===== config.mk =====
export PLATFORM = sky130hd
export DESIGN_NAME = mem_access_unit
export DESIGN_NICKNAME = d
export VERILOG_FILES = /design/src/rtl/mem_access_unit_pkg.sv /design/src/rtl/mem_access_unit_lane_align.sv /design/src/rtl/mem_access_unit.sv
export SDC_FILE = /design/constraint.sdc
export NUM_CORES = 1
export LEC_CHECK = 0
export ABC_AREA = 1
export CAP_MARGIN = 25
export CORE_UTILIZATION = 44
export CTS_CLUSTER_DIAMETER = 40
export DETAILED_ROUTE_END_ITERATION = 7
export PLACE_DENSITY = 0.8
export SKIP_LAST_GASP = 1
export SLEW_MARGIN = 20
export SYNTH_ARGS = -nofsm -noshare
export SYNTH_HDL_FRONTEND = slang
export SYNTH_SLANG_ARGS = --single-unit

===== constraint.sdc =====
create_clock -name clk -period 2.3 [get_ports clk]
set_clock_uncertainty 0.15 [all_clocks]
set_input_delay 0.69 -clock clk [delete_from_list [all_inputs] [get_ports clk]]
set_output_delay 0.69 -clock clk [all_outputs]
set_load 0.1 [all_outputs]

===== src/rtl/mem_access_unit_pkg.sv =====
// Shared definitions for the MEM-stage access unit: memory-op codes, FSM
// state encoding, the default ack timeout and reset constants.
package mem_access_unit_pkg;

  localparam logic [2:0] MEMOP_NOP = 3'b000;
  localparam logic [2:0] MEMOP_LW  = 3'b001;
  localparam logic [2:0] MEMOP_LB  = 3'b010;
  localparam logic [2:0] MEMOP_LBU = 3'b011;
  localparam logic [2:0] MEMOP_LHU = 3'b100;
  localparam logic [2:0] MEMOP_SW  = 3'b101;
  localparam logic [2:0] MEMOP_SB  = 3'b110;
  localparam logic [2:0] MEMOP_SH  = 3'b111;

  typedef enum logic [1:0] {
    ST_IDLE = 2'd0,
    ST_BUSY = 2'd1,
    ST_DONE = 2'd2
  } state_t;

  localparam int unsigned DEFAULT_ACK_TIMEOUT = 255;

  localparam logic [31:0] ZERO_WORD     = 32'h0000_0000;
  localparam logic [3:0]  DEFAULT_BE    = 4'b0000;
  localparam logic [7:0]  DEFAULT_COUNT = 8'd0;

  function automatic logic is_load(input logic [2:0] op);
    return (op == MEMOP_LW) || (op == MEMOP_LB) || (op == MEMOP_LBU) || (op == MEMOP_LHU);
  endfunction

  function automatic logic is_store(input logic [2:0] op);
    return (op == MEMOP_SW) || (op == MEMOP_SB) || (op == MEMOP_SH);
  endfunction

endpackage


===== src/rtl/mem_access_unit_lane_align.sv =====
// mem_lane_align: purely combinational byte-lane handling. Generates byte
// enables and lane-replicated store data for the op being issued, and
// extracts/extends load data for the op currently outstanding on the bus.
module mem_lane_align
  import mem_access_unit_pkg::*;
(
  input  logic [2:0]  st_op,
  input  logic [1:0]  st_offset,
  input  logic [31:0] st_data,
  output logic [3:0]  be,
  output logic [31:0] wdata,
  input  logic [2:0]  ld_op,
  input  logic [1:0]  ld_offset,
  input  logic [31:0] rdata,
  output logic [31:0] ld_data
);

  logic [7:0]  ld_byte;
  logic [15:0] ld_half;

  // Byte enables and store-data replication for the issuing op
  always_comb begin
    be    = DEFAULT_BE;
    wdata = ZERO_WORD;
    case (st_op)
      MEMOP_SB: begin
        be    = 4'b0001 << st_offset;
        wdata = {4{st_data[7:0]}};
      end
      MEMOP_SH: begin
        be    = st_offset[1] ? 4'b1100 : 4'b0011;
        wdata = {2{st_data[15:0]}};
      end
      MEMOP_SW: begin
        be    = 4'b1111;
        wdata = st_data;
      end
      MEMOP_LW, MEMOP_LB, MEMOP_LBU, MEMOP_LHU: be = 4'b1111;
      default: ;
    endcase
  end

  // Lane select and sign/zero extension of read data
  always_comb begin
    ld_byte = rdata[{ld_offset, 3'b000} +: 8];
    ld_half = ld_offset[1] ? rdata[31:16] : rdata[15:0];
    ld_data = ZERO_WORD;
    case (ld_op)
      MEMOP_LW:  ld_data = rdata;
      MEMOP_LB:  ld_data = {{24{ld_byte[7]}}, ld_byte};
      MEMOP_LBU: ld_data = {24'h00_0000, ld_byte};
      MEMOP_LHU: ld_data = {16'h0000, ld_half};
      default: ;
    endcase
  end

endmodule


===== src/rtl/mem_access_unit.sv =====
// mem_access_unit: MEM-stage load/store engine over a req/ack bus. Stalls
// the pipeline while an access is outstanding and aborts on ack timeout.
// Optional build macro MEM_ALIGN_CHECK_EN: misaligned LW/SW/LHU/SH skip the
// bus and complete immediately with a bus error.
//
// state | meaning
// IDLE  | waiting for a memory op; issues the bus request when one arrives
// BUSY  | request outstanding; waits for ack or timeout
// DONE  | access finished; pipeline advances this cycle
module mem_access_unit
  import mem_access_unit_pkg::*;
#(
  parameter int unsigned ACK_TIMEOUT = DEFAULT_ACK_TIMEOUT
) (
  input  logic        clk,
  input  logic        rst,
  input  logic [31:0] result_i,
  input  logic [31:0] MemData_i,
  input  logic [2:0]  MemOp_i,
  input  logic [4:0]  WriteRegDst_i,
  input  logic        RegWrite_i,
  output logic        mem_req,
  output logic        mem_we,
  output logic [31:0] mem_addr,
  output logic [3:0]  mem_be,
  output logic [31:0] mem_wdata,
  input  logic [31:0] mem_rdata,
  input  logic        mem_ack,
  output logic        stall_req_o,
  output logic [31:0] wb_data_o,
  output logic [4:0]  WriteRegDst_o,
  output logic        RegWrite_o,
  output logic        bus_err_o
);

  state_t      state, state_next;
  logic [7:0]  cnt;
  logic [31:0] ld_q;
  logic [2:0]  op_q;
  logic [1:0]  offset_q;
  logic [3:0]  be_c;
  logic [31:0] wdata_c;
  logic [31:0] ld_c;
  logic        op_valid;
  logic        misalign;
  logic        timeout;

  assign op_valid = (MemOp_i != MEMOP_NOP);
  assign timeout  = (cnt == 8'(ACK_TIMEOUT - 1));

`ifdef MEM_ALIGN_CHECK_EN
  assign misalign = (((MemOp_i == MEMOP_LW) || (MemOp_i == MEMOP_SW)) && (result_i[1:0] != 2'b00)) ||
                    (((MemOp_i == MEMOP_LHU) || (MemOp_i == MEMOP_SH)) && result_i[0]);
`else
  assign misalign = 1'b0;
`endif

  // Load extraction uses the op/offset latched at issue, not the live inputs
  mem_lane_align u_lane (
    .st_op     (MemOp_i),
    .st_offset (result_i[1:0]),
    .st_data   (MemData_i),
    .be        (be_c),
    .wdata     (wdata_c),
    .ld_op     (op_q),
    .ld_offset (offset_q),
    .rdata     (mem_rdata),
    .ld_data   (ld_c)
  );

  // State register
  always_ff @(posedge clk) begin
    if (!rst) state <= ST_IDLE;
    else      state <= state_next;
  end

  // Next-state logic; ack is tested before timeout so it wins a tie
  always_comb begin
    state_next = state;
    case (state)
      ST_IDLE: if (op_valid) state_next = misalign ? ST_DONE : ST_BUSY;
      ST_BUSY: if (mem_ack || timeout) state_next = ST_DONE;
      ST_DONE: state_next = ST_IDLE;
      default: state_next = ST_IDLE;
    endcase
  end

  // Registered bus signals, load capture, timeout counter and error pulse
  always_ff @(posedge clk) begin
    if (!rst) begin
      mem_req   <= 1'b0;
      mem_we    <= 1'b0;
      mem_addr  <= ZERO_WORD;
      mem_be    <= DEFAULT_BE;
      mem_wdata <= ZERO_WORD;
      ld_q      <= ZERO_WORD;
      cnt       <= DEFAULT_COUNT;
      bus_err_o <= 1'b0;
      op_q      <= MEMOP_NOP;
      offset_q  <= 2'b00;
    end else begin
      bus_err_o <= 1'b0;
      case (state)
        ST_IDLE: begin
          if (op_valid && misalign) begin
            ld_q      <= ZERO_WORD;
            bus_err_o <= 1'b1;
          end else if (op_valid) begin
            mem_req   <= 1'b1;
            mem_we    <= is_store(MemOp_i);
            mem_addr  <= {result_i[31:2], 2'b00};
            mem_be    <= be_c;
            mem_wdata <= wdata_c;
            op_q      <= MemOp_i;
            offset_q  <= result_i[1:0];
            cnt       <= DEFAULT_COUNT;
          end
        end
        ST_BUSY: begin
          if (mem_ack) begin
            ld_q    <= ld_c;
            mem_req <= 1'b0;
            mem_we  <= 1'b0;
          end else if (timeout) begin
            ld_q      <= ZERO_WORD;
            mem_req   <= 1'b0;
            mem_we    <= 1'b0;
            bus_err_o <= 1'b1;
          end else begin
            cnt <= cnt + 8'd1;
          end
        end
        default: ;
      endcase
    end
  end

  // Stall and write-back outputs; bus_err_o is high only in a failed DONE
  always_comb begin
    stall_req_o = 1'b0;
    RegWrite_o  = 1'b0;
    wb_data_o   = result_i;
    case (state)
      ST_IDLE: begin
        stall_req_o = op_valid;
        RegWrite_o  = op_valid ? 1'b0 : RegWrite_i;
      end
      ST_BUSY: stall_req_o = 1'b1;
      ST_DONE: begin
        RegWrite_o = RegWrite_i & ~bus_err_o;
        if (is_load(MemOp_i)) wb_data_o = ld_q;
      end
      default: ;
    endcase
  end

  assign WriteRegDst_o = WriteRegDst_i;

endmodule

==> run_results.csv, run 1 <==
group,metric,value,unit
status,outcome,"complete, but fails checks",
status,violations,"negative setup slack",
critical_path,critPathLaunchType,"primary input",
place,numPortBuffers,205,
timing,clock.fmax,349.8,MHz
detailed_routing,drt-total-wl,22880,µm
timing,setup_viol,34,
pwr,p_leak,4.507,nW
final_layout,stdcell_count,1272,
timing,fin_ws,-0.5588,ns
logic_synthesis,synth-seq-area-share,0.4074,
clock_tree,cts_buffer_depth,2,
final_layout,drive_above_1_share,0.2730,
pwr,p_comb_frac,0.373,
clock_tree,tritoncts,"yes",
logic_synthesis,ys_types,35,
critical_path,path_class,"primary input to output pin",
pwr,p_seq_frac,0.285,
hold_path,hold_class,"flip-flop to flip-flop",
grt,grt_overflow,0,
final_layout,layout_common_cells,"nand2_1, dfxtp_1, buf_12",
detailed_routing,wl_per_cell,17.99,µm
final_layout,synthToLayoutAreaGrowth,85.38,%
timing,period_needed,2.859,ns
detailed_routing,final_antenna_net_count,0,
timing,rsz0062_at_grt,"true",
critical_path,path_cells,"buf_12 -> nand2_8 -> inv_6 -> nor3_4 -> nand3_4 -> buf_12 -> buf_16 -> o21ai_4 -> buf_12",
grt,grt_pass1_wl,34760,µm
clock_tree,clk_pin_slew_worst_paths,0.06,ns
detailed_routing,vias,6942,
detailed_routing,via_per_inst,5.458,
critical_path,cp_data_required_time,1.46,ns
clock_tree,htreeDepth,4,
floorplan,die_area,13410,µm²
floorplan,die_h,115.8,µm
pwr,swShare,0.3749,
critical_path,arrival,2.02,ns
final_layout,nNetsFinal,1197,
critical_path,crit_path_top_delay_cell,"nor3_4",
pwr,power.switching,2.997,mW
floorplan,ioPinCount,218,
logic_synthesis,ys_ff_latch,116,
timing,tightest_slew,0.7295,ns
critical_path,cpPeakStageDelay,0.20,ns
critical_path,crit_path_end_kind,"output pin",
clock_tree,clk_latency,0.42,ns
detailed_routing,drt_iter0_markers,680,
place,gp_congestion,0.8862,
place,placed_cell_area,9567,µm²
floorplan,start_util,0.4517,
logic_synthesis,synth_area,5700,µm²
place,hpwlAfterDp,14810,µm
pwr,power.density,756.5,nW/µm²
critical_path,worstPathMaxFanout,6,
clock_tree,cts_root_buf,"clkbuf_16",
clock_tree,clock-sinks,116,
grt,grt_pass1_vias,6751,
grt,antenna_found_initial,1,
timing,slew_headroom,0.5131,
pwr,clock_power_share,0.342,
timing,slew_violations,0,
logic_synthesis,syn_inst,850,
job,cap_violations,0,
logic_synthesis,syn_avg_cell_area,6.706,µm²
timing,post-route-period-util,1.243,
floorplan,coreArea,12620,µm²
final_layout,post-route-util,0.8374,
final_layout,final_common_cell,"nand2_1",
clock_tree,cts_buffers,17,
logic_synthesis,yosys_warnings,0,
final_layout,finish.instance_area,10570,µm²
pwr,power.internal,4.997,mW
detailed_routing,drc,0,
grt,grt_max_degree,50,
critical_path,path_common_cell,"buf_12",
floorplan,core.rowCount,41,
grt,track_usage,0.3429,
timing,hold_violations,0,
place,post-place-ws,-0.9935,ns
pwr,ir_drop,0.4544,mV
detailed_routing,dr.pass1.iters,5,
floorplan,die_w,115.8,µm
place,dp.cells,1224,
## layer usage
layer / vias to the layer above / wire [µm] / track usage
met4: 0 / 1069 / 0.1769
met5: - / 0 / 0
met3: 97 / 1979 / 0.07793
met2: 416 / 11370 / 0.5948
li1: 3193 / - / -
met1: 3236 / 8464 / 0.3945
## cells by family (layout without fill, tap and decap cells)
kind of cell | count (synthesis) | in the layout | synth area share
and+or+nand+nor | 429 | 429 | 0.3112
other | 1 | 3 | 0.0006578
xor gates and xnor gates | 2 | 2 | 0.003073
adders and majority gates | 2 | 2 | 0.004389
DFF | 116 | 116 | 0.4074
buffers and inverters | 123 | 371 | 0.1001
AOI/OAI and AO/OA | 177 | 177 | 0.1732
## cells in the mapped netlist, drive strengths merged
library cell | n | share of area
clkinv | 1 | 0.00066
xor2 | 2 | 0.0031
dfxtp | 116 | 0.41
ha | 2 | 0.0044
nand3b | 9 | 0.013
conb | 1 | 0.00066
o211ai | 2 | 0.0026
buf | 38 | 0.044
o32ai | 1 | 0.0015
a21oi | 35 | 0.033
nor4 | 1 | 0.0011
o21ai | 138 | 0.13
nor2 | 110 | 0.075
nand2 | 251 | 0.17
clkbuf | 14 | 0.0092
nor3 | 4 | 0.0053
o21a | 1 | 0.0013
nand3 | 54 | 0.048
inv | 70 | 0.047
## through the flow
step           hold slack (ns)  power (mW)  setup TNS, ns
2_1_floorplan           0.2971       4.064         -13.49
3_3_place_gp            0.3103       5.118         -73.77
3_5_place_dp            0.3220       5.151         -81.64
4_1_cts                 0.3312       7.926         -14.48
5_1_grt                 0.3605       8.210         -18.55
6_report                0.3322       7.994         -17.20
## power groups by stage
stage	clock (mW)	combinational [mW]	sequential, mW
after global placement	0	2.81	2.31
after global routing	2.83	3.09	2.29
after CTS	2.72	2.94	2.27
final	2.73	2.98	2.28
after floorplan	0	1.07	3.00
after detailed placement	0	2.84	2.31
## cell type report
cell class	count	area, µm²
repair buffers	269	3784
multi-input cells	612	3369
flip-flops and latches	116	2323
fillers	655	2052
clock buffers	20	436.7
inverters	71	276.5
well taps	172	215.2
clock inverters	11	160.2
diodes	1	2.502
## registers in the layout, indices dropped and copies added (netlist names), 2 cells and up
register / count
cnt: 8
ld_q: 32
mem_addr: 30
mem_be: 4
mem_wdata: 32
offset_q: 2
op_q: 3
state: 2
## critical path, delay by kind of cell
family          cells  cell delay, ns
buf+inv             5            0.69
simple gates        3            0.45
compound gates      1            0.16
## worst paths after layout
kind,start,endpoint,slack [ns],cells after the start
max,MemOp_i[0],wb_data_o[15],-0.56,9
min,mem_wdata[17],mem_wdata[17],0.33,2
max reg2reg,state[1],mem_wdata[7],0.23,11
min reg2reg,mem_wdata[17],mem_wdata[17],0.33,2
## repair_timing
action | 4_1_cts | 5_1_grt
gates cloned | 5 | 0
pin swaps | 10 | 7
resized for setup | 66 | 6
endpoints found under the setup margin | 111 | 34
hold buffers | 0 | 0
buffers inserted | 8 | 5
(Power assumes the default switching activity.)
==> run 2: changes to the inputs <==
--- a/config.mk
+++ b/config.mk
@@ -12,7 +12,7 @@
 export DETAILED_ROUTE_END_ITERATION = 7
 export PLACE_DENSITY = 0.8
 export SKIP_LAST_GASP = 1
-export SLEW_MARGIN = 20
+export SLEW_MARGIN = 40
 export SYNTH_ARGS = -nofsm -noshare
 export SYNTH_HDL_FRONTEND = slang
 export SYNTH_SLANG_ARGS = --single-unit
==> results of run 2 <==
No change in the layout: final DEF, timing and power equal those of run 1.
==> run 3: changes to the inputs <==
--- a/config.mk
+++ b/config.mk
@@ -6,6 +6,7 @@
 export NUM_CORES = 1
 export LEC_CHECK = 0
 export ABC_AREA = 1
+export ABC_CLOCK_PERIOD_IN_PS = 2300
 export CAP_MARGIN = 25
 export CORE_UTILIZATION = 44
 export CTS_CLUSTER_DIAMETER = 40
==> results of run 3 <==
No change in the layout: final DEF, timing and power equal those of run 1.
